## src/rtl/boot_rom_arbiter_if.sv

```systemverilog
// boot_rom_arbiter_if: request/grant/response bundle between the boot ROM
// arbiter (slave) and its N_MASTERS requesters (master).
//   m_req      per-master request
//   m_add      per-master byte address, master k at [32k+31:32k]
//   m_gnt      per-master grant, one-hot or zero
//   m_r_valid  per-master response valid
//   m_r_rdata  per-master response data, master k at [DW*k +: DW]
//   m_r_err    per-master response error, qualified by m_r_valid
interface boot_rom_arbiter_if #(
   parameter int N_MASTERS  = 2,
   parameter int DATA_WIDTH = 32
);
   logic [N_MASTERS-1:0]            m_req;
   logic [N_MASTERS*32-1:0]         m_add;
   logic [N_MASTERS-1:0]            m_gnt;
   logic [N_MASTERS-1:0]            m_r_valid;
   logic [N_MASTERS*DATA_WIDTH-1:0] m_r_rdata;
   logic [N_MASTERS-1:0]            m_r_err;
   modport master (
      output m_req, m_add,
      input  m_gnt, m_r_valid, m_r_rdata, m_r_err
   );
   modport slave (
      input  m_req, m_add,
      output m_gnt, m_r_valid, m_r_rdata, m_r_err
   );
endinterface

```

## src/rtl/boot_rom_arbiter.sv

```systemverilog
// boot_rom_arbiter: round-robin sharing of the single-port boot ROM with
// address range check and sticky post-boot lock.
//   clk_i, rst_i  clock, synchronous active-high reset
//   bus           master-side request/grant/response bundle (slave modport)
//   lock_i        pulse that sets the sticky lock; locked_o shows it
//   rom_cen_o     ROM chip enable, active-low
//   rom_a_o       ROM word address
//   rom_q_i       ROM read data, valid the cycle after rom_cen_o=0
module boot_rom_arbiter #(
   parameter int          N_MASTERS      = 2,
   parameter int          ROM_ADDR_WIDTH = 13,
   parameter int          DATA_WIDTH     = 32,
   parameter logic [31:0] BASE_ADDR      = 32'h1A00_0000
) (
   input  logic                      clk_i,
   input  logic                      rst_i,
   boot_rom_arbiter_if.slave         bus,
   input  logic                      lock_i,
   output logic                      locked_o,
   output logic                      rom_cen_o,
   output logic [ROM_ADDR_WIDTH-3:0] rom_a_o,
   input  logic [DATA_WIDTH-1:0]     rom_q_i
);
   localparam int IW = $clog2(N_MASTERS);
   logic [IW-1:0] prio, win, resp_id;
   logic          found, in_range, lock, resp_vld, resp_err;
   logic [31:0]   off;
   // Scan from prio upward, wrapping; the first requester found wins.
   always_comb begin
      win = prio;
      found = 1'b0;
      for (int i = 0; i < N_MASTERS; i++) begin
         if (!found && bus.m_req[(int'(prio) + i) % N_MASTERS]) begin
            found = 1'b1;
            win = IW'((int'(prio) + i) % N_MASTERS);
         end
      end
   end
   always_comb begin
      bus.m_gnt = '0;
      if (found) bus.m_gnt[win] = 1'b1;
   end
   // Addresses below BASE_ADDR wrap to a huge offset and fail the range check.
   assign off       = bus.m_add[32*win +: 32] - BASE_ADDR;
   assign in_range  = off < (32'd1 << ROM_ADDR_WIDTH);
   assign rom_cen_o = !(found && in_range && !lock);
   assign rom_a_o   = off[ROM_ADDR_WIDTH-1:2];
   assign locked_o  = lock;
   always_ff @(posedge clk_i) begin
      if (rst_i) begin
         prio     <= '0;
         lock     <= 1'b0;
         resp_vld <= 1'b0;
         resp_id  <= '0;
         resp_err <= 1'b0;
      end else begin
         if (found) prio <= (win == IW'(N_MASTERS - 1)) ? '0 : win + 1'b1;
         if (lock_i) lock <= 1'b1;
         resp_vld <= found;
         resp_id  <= win;
         resp_err <= !in_range || lock;
      end
   end
   // Only the responding master's lanes carry anything; errors return zero data.
   always_comb begin
      bus.m_r_valid = '0;
      bus.m_r_err   = '0;
      bus.m_r_rdata = '0;
      if (resp_vld) begin
         bus.m_r_valid[resp_id] = 1'b1;
         bus.m_r_err[resp_id]   = resp_err;
         bus.m_r_rdata[DATA_WIDTH*resp_id +: DATA_WIDTH] = resp_err ? '0 : rom_q_i;
      end
   end
endmodule

```

## src/flat_wrapper.sv

```systemverilog
// flat-port wrapper written by rule: the top's interface ports become plain ports
module boot_rom_arbiter_flat 
#(
   parameter int          N_MASTERS      = 2,
   parameter int          ROM_ADDR_WIDTH = 13,
   parameter int          DATA_WIDTH     = 32,
   parameter logic [31:0] BASE_ADDR      = 32'h1A00_0000
)
  (clk_i, rst_i, lock_i, locked_o, rom_cen_o, rom_a_o, rom_q_i, bus_m_req, bus_m_add, bus_m_gnt, bus_m_r_valid, bus_m_r_rdata, bus_m_r_err);
  boot_rom_arbiter_if #(.N_MASTERS(N_MASTERS), .DATA_WIDTH(DATA_WIDTH)) bus_i ();
  input  logic clk_i;
  input  logic rst_i;
  input  logic lock_i;
  output logic locked_o;
  output logic rom_cen_o;
  output logic [ROM_ADDR_WIDTH-3:0] rom_a_o;
  input  logic [DATA_WIDTH-1:0] rom_q_i;
  input wire logic [$bits(bus_i.m_req)-1:0] bus_m_req;
  input wire logic [$bits(bus_i.m_add)-1:0] bus_m_add;
  output wire logic [$bits(bus_i.m_gnt)-1:0] bus_m_gnt;
  output wire logic [$bits(bus_i.m_r_valid)-1:0] bus_m_r_valid;
  output wire logic [$bits(bus_i.m_r_rdata)-1:0] bus_m_r_rdata;
  output wire logic [$bits(bus_i.m_r_err)-1:0] bus_m_r_err;
  assign bus_i.m_req = bus_m_req;
  assign bus_i.m_add = bus_m_add;
  assign bus_m_gnt = bus_i.m_gnt;
  assign bus_m_r_valid = bus_i.m_r_valid;
  assign bus_m_r_rdata = bus_i.m_r_rdata;
  assign bus_m_r_err = bus_i.m_r_err;
  boot_rom_arbiter #(.N_MASTERS(N_MASTERS), .ROM_ADDR_WIDTH(ROM_ADDR_WIDTH), .DATA_WIDTH(DATA_WIDTH), .BASE_ADDR(BASE_ADDR)) u_core (.clk_i(clk_i), .rst_i(rst_i), .bus(bus_i), .lock_i(lock_i), .locked_o(locked_o), .rom_cen_o(rom_cen_o), .rom_a_o(rom_a_o), .rom_q_i(rom_q_i));
endmodule
```

## config.mk

```make
export PLATFORM = sky130hd
export DESIGN_NAME = boot_rom_arbiter_flat
export DESIGN_NICKNAME = d
export VERILOG_FILES = /design/src/rtl/boot_rom_arbiter_if.sv /design/src/rtl/boot_rom_arbiter.sv /design/src/flat_wrapper.sv
export SDC_FILE = /design/constraint.sdc
export NUM_CORES = 1
export LEC_CHECK = 0
export BUFFER_PORTS_ARGS = -buffer_cell sky130_fd_sc_hd__buf_2
export CAP_MARGIN = 20
export CORE_AREA = 5 5 67 69
export DETAILED_ROUTE_END_ITERATION = 8
export DIE_AREA = 0 0 72 74
export GPL_TIMING_DRIVEN = 0
export PLACE_DENSITY = 0.81
export SLEW_MARGIN = 20
export SYNTH_ARGS = -nofsm -noshare
export SYNTH_HDL_FRONTEND = slang
export SYNTH_SLANG_ARGS = --single-unit
```

## constraint.sdc

```tcl
create_clock -name clk_i -period 5.1 [get_ports clk_i]
set_clock_uncertainty 0.15 [all_clocks]
set_input_delay 0.51 -clock clk_i [delete_from_list [all_inputs] [get_ports clk_i]]
set_output_delay 0.51 -clock clk_i [all_outputs]
set_load 0.01 [all_outputs]
```

==> metrics.txt <==
# TYPE chip_impl_metric gauge
chip_impl_metric{name="synth-edff-count",unit=""} 0
chip_impl_info{name="unrepaired_setup_endpoints_after_global_routing",value="no"} 1
chip_impl_metric{name="postRouteWirelength",unit="um"} 4940
chip_impl_metric{name="drtIter0Drc",unit=""} 50
chip_impl_metric{name="rr_worst_depth",unit=""} 10
chip_impl_metric{name="initial_core_util",unit="%"} 26.2
chip_impl_metric{name="port_buffers",unit=""} 179
chip_impl_metric{name="placed_area",unit="um2"} 1970
chip_impl_metric{name="post_cts_resized",unit=""} 0
chip_impl_metric{name="largest_net_degree_at_the_start_of_global_routing",unit=""} 11
chip_impl_metric{name="synth_sequential_area_ratio",unit="%"} 9.90
chip_impl_metric{name="drive_gt1_share",unit="%"} 54.8
chip_impl_metric{name="min_delay_path_depth",unit=""} 3
chip_impl_metric{name="period_minus_slack",unit="ns"} 3.24
chip_impl_metric{name="antenna_found_initial",unit=""} 0
chip_impl_info{name="worstHoldEndpoint",value="u_core.locked_o$_SDFFE_PP0P_"} 1
chip_impl_info{name="worstSetupPathType",value="input port to output pin"} 1
chip_impl_metric{name="cts.path.max_buffers",unit=""} 2
chip_impl_metric{name="cts-buffers-inserted",unit=""} 3
chip_impl_metric{name="finalHoldViolations",unit=""} 0
chip_impl_info{name="reg2reg_launch_point",value="u_core.prio$_SDFFE_PP0N_"} 1
chip_impl_info{name="end_kind",value="output pin"} 1
chip_impl_metric{name="detailedPlacementHpwl",unit="um"} 4340
chip_impl_metric{name="worstPathArrival",unit="ns"} 2.58
chip_impl_metric{name="route.antenna.remaining_nets",unit=""} 0
chip_impl_metric{name="overall_die_height",unit="um"} 74
chip_impl_metric{name="vias_per_cell",unit=""} 4.61
chip_impl_metric{name="grt_pass1_vias",unit=""} 1772
chip_impl_metric{name="design.core.area",unit="um2"} 3860
chip_impl_info{name="yosys_most_used_dff",value="sky130_fd_sc_hd__dfxtp_1"} 1
chip_impl_metric{name="reg2reg_setup_slack",unit="ns"} 2.67
chip_impl_info{name="rr_endpoint",value="u_core.resp_err$_SDFF_PP0_"} 1
chip_impl_metric{name="die_ar",unit="um2"} 5330
chip_impl_metric{name="area_grow_syn2layout",unit="%"} 99.3
chip_impl_metric{name="drt_pre_antenna_iters",unit=""} 4
chip_impl_metric{name="achievable-frequency",unit="MHz"} 309
chip_impl_metric{name="timing.critical_path.required",unit="ns"} 4.44
chip_impl_metric{name="power.density",unit="nW/um2"} 130
chip_impl_info{name="timing.hold.worst.start",value="lock_i"} 1
chip_impl_metric{name="power.static_leakage",unit="uW"} 0.00123
chip_impl_metric{name="setup_viol_count_final",unit=""} 0
chip_impl_metric{name="die-width",unit="um"} 72
chip_impl_metric{name="antennaDiodeCount",unit=""} 0
chip_impl_info{name="hold_path_class",value="input port to register"} 1
chip_impl_metric{name="fin_area",unit="um2"} 2010
chip_impl_metric{name="fillers",unit=""} 386
chip_impl_metric{name="timing.max_cap.violations",unit=""} 0
chip_impl_metric{name="worst_vdd_rail_ir_drop",unit="mV"} 0.0794
chip_impl_metric{name="clock_insertion_delay_worst_skew",unit="ns"} 0.22
chip_impl_metric{name="nNetsFinal",unit=""} 466
chip_impl_metric{name="post_route_drc_violation_count",unit=""} 0
chip_impl_info{name="synth_commonest_cells",value="sky130_fd_sc_hd__nor2_1 (72), sky130_fd_sc_hd__nand2_1 (36), sky130_fd_sc_hd__clkbuf_1 (11), sky130_fd_sc_hd__mux2_2 (11)"} 1
chip_impl_metric{name="tightest_slew",unit="ns"} 0.464
chip_impl_metric{name="pin_count",unit=""} 184
chip_impl_info{name="cts-root-buf",value="sky130_fd_sc_hd__clkbuf_8"} 1
chip_impl_info{name="synth_area_leader",value="sky130_fd_sc_hd__nor2_1"} 1
chip_impl_metric{name="hold_buffers",unit=""} 0
chip_impl_metric{name="clkSinkCount",unit=""} 5
chip_impl_metric{name="average_wire_per_standard_cell",unit="um"} 12.0
chip_impl_info{name="setup.worst_path.start",value="bus_m_req[1]"} 1
chip_impl_metric{name="setup_total_negative_slack",unit="ns"} 0
chip_impl_metric{name="synthesis.nets",unit=""} 282
chip_impl_info{name="crit_path_start_kind",value="input port"} 1
chip_impl_metric{name="maxSlewHeadroom",unit="%"} 69.1
chip_impl_metric{name="post_synthesis_cells",unit=""} 180
chip_impl_metric{name="final.period_utilization",unit="%"} 63.5
chip_impl_metric{name="syn_area",unit="um2"} 1010
chip_impl_metric{name="gp_routability_congestion",unit=""} 0.918
chip_impl_metric{name="post-cts-setup-buffers",unit=""} 0
chip_impl_metric{name="post_synthesis_async_set_or_reset_flop_share",unit="%"} 0
chip_impl_metric{name="timing.critical_path.fanout_max",unit=""} 10
chip_impl_metric{name="synthDistinctLibCells",unit=""} 31
chip_impl_metric{name="grt_pass1_wl",unit="um"} 7510
chip_impl_info{name="synth_most_common_cell",value="sky130_fd_sc_hd__nor2_1"} 1
chip_impl_metric{name="slew_viol_final",unit=""} 0
chip_impl_metric{name="global_route.usage.total",unit="%"} 16.9
chip_impl_metric{name="via_count",unit=""} 1904
chip_impl_metric{name="placement_rows",unit=""} 23
chip_impl_info{name="netlist_top_cells_area",value="sky130_fd_sc_hd__nor2_1 (27%), sky130_fd_sc_hd__nand2_1 (13%), sky130_fd_sc_hd__mux2_2 (12%)"} 1
chip_impl_metric{name="clock_slew_at_reported_path_ffs",unit="ns"} 0.04
chip_impl_metric{name="yosysTopAreaCellShare",unit="%"} 26.7
chip_impl_metric{name="grt_remaining_overflow",unit=""} 0
chip_impl_metric{name="cts_htree_levels",unit=""} 1
chip_impl_metric{name="yosys_warnings",unit=""} 0
chip_impl_info{name="run_status",value="complete, no violations"} 1
chip_impl_info{name="tritoncts",value="done"} 1
chip_impl_metric{name="yosys_register_bits",unit=""} 5
chip_impl_metric{name="synth_area_per_cell",unit="um2"} 5.62
## through the flow
step / setup slack, ns / hold WS, ns / util (%) / std cells / total power, uW
after CTS: 1.85 / 0.342 / 52.2 / 413 / 264
after detailed placement: 1.86 / 0.346 / 51.1 / 409 / 190
after global placement: 1.93 / 0.348 / 51.1 / 409 / 188
after global routing: 1.67 / 0.343 / 52.2 / 413 / 283
after floorplan: 2.35 / 0.364 / - / 180 / 120
final: 1.86 / 0.344 / 52.2 / 413 / 262
## layout make-up
type / count / area [um2] / share of cell area (%)
Buffer: 12 / 48.8 / 2.42
Clock buffer: 4 / 45.0 / 2.24
Inverter: 5 / 18.8 / 0.932
Multi-Input combinational cell: 158 / 843 / 41.9
Sequential cell: 5 / 100 / 4.97
Tap cell: 50 / 62.6 / 3.11
Timing Repair Buffer: 179 / 896 / 44.5
## cells in the final DEF, fill, tap and decap left out, types with 3 or more instances in the layout
master and instances:
sky130_fd_sc_hd__nand2_1 36, sky130_fd_sc_hd__inv_1 4, sky130_fd_sc_hd__dfxtp_1 5, sky130_fd_sc_hd__nor2_1 72, sky130_fd_sc_hd__mux2_2 11, sky130_fd_sc_hd__clkbuf_8 3, sky130_fd_sc_hd__nor4_1 5, sky130_fd_sc_hd__nor2b_1 3
sky130_fd_sc_hd__nand2b_1 3, sky130_fd_sc_hd__clkbuf_1 12, sky130_fd_sc_hd__buf_2 179, sky130_fd_sc_hd__o211ai_1 3
## state kept, by name (all words and copies together), names as in the netlist
signal           count
u_core.locked_o      1
u_core.prio          1
u_core.resp_err      1
u_core.resp_id       1
u_core.resp_vld      1
## metal layers
layer	track usage [%]	routed length, um	up-vias
li1	-	-	958
met1	19.4	1800	811
met2	30.0	2390	127
met3	4.86	654	8
met4	6.05	102	0
met5	0	0	-
## worst max-delay path: stages
cell and delay [ns]:
sky130_fd_sc_hd__buf_2 0.14, sky130_fd_sc_hd__nand2b_4 0.18, sky130_fd_sc_hd__a21oi_4 0.28, sky130_fd_sc_hd__buf_4 0.25, sky130_fd_sc_hd__mux2i_1 0.24, sky130_fd_sc_hd__ha_1 0.15, sky130_fd_sc_hd__nor2b_1 0.17, sky130_fd_sc_hd__nand2_1 0.07
sky130_fd_sc_hd__nor3_1 0.17, sky130_fd_sc_hd__a41o_1 0.18, sky130_fd_sc_hd__nand3b_1 0.10, sky130_fd_sc_hd__buf_2 0.15
## report_power, final
group	switching (uW)	leakage, uW	internal [uW]	total (uW)
logic	74.8	0.00117	71.1	146
registers	1.08	0.0000419	42.1	43.1
clock network	19.4	0.0000228	53.7	73.1
## cells by family after synthesis
logic type,Yosys count,synth area share (%)
AO/OA/AOI/OAI,17,14.9
adder cells (fa/ha/maj),1,1.24
buffers and inverters,17,6.68
multiplexers,13,14.2
AND/OR/NAND/NOR,127,53.1
flip-flops,5,9.90
## how the worst max path moves through the flow
stage / to / cells after the start
4_1_cts: rom_cen_o / 12
5_1_grt: rom_cen_o / 12
6_report: rom_cen_o / 12
2_1_floorplan: rom_cen_o / 10
3_3_place_gp: rom_cen_o / 12
3_5_place_dp: rom_cen_o / 12
Note: power is estimated with default switching activity, not from simulation.
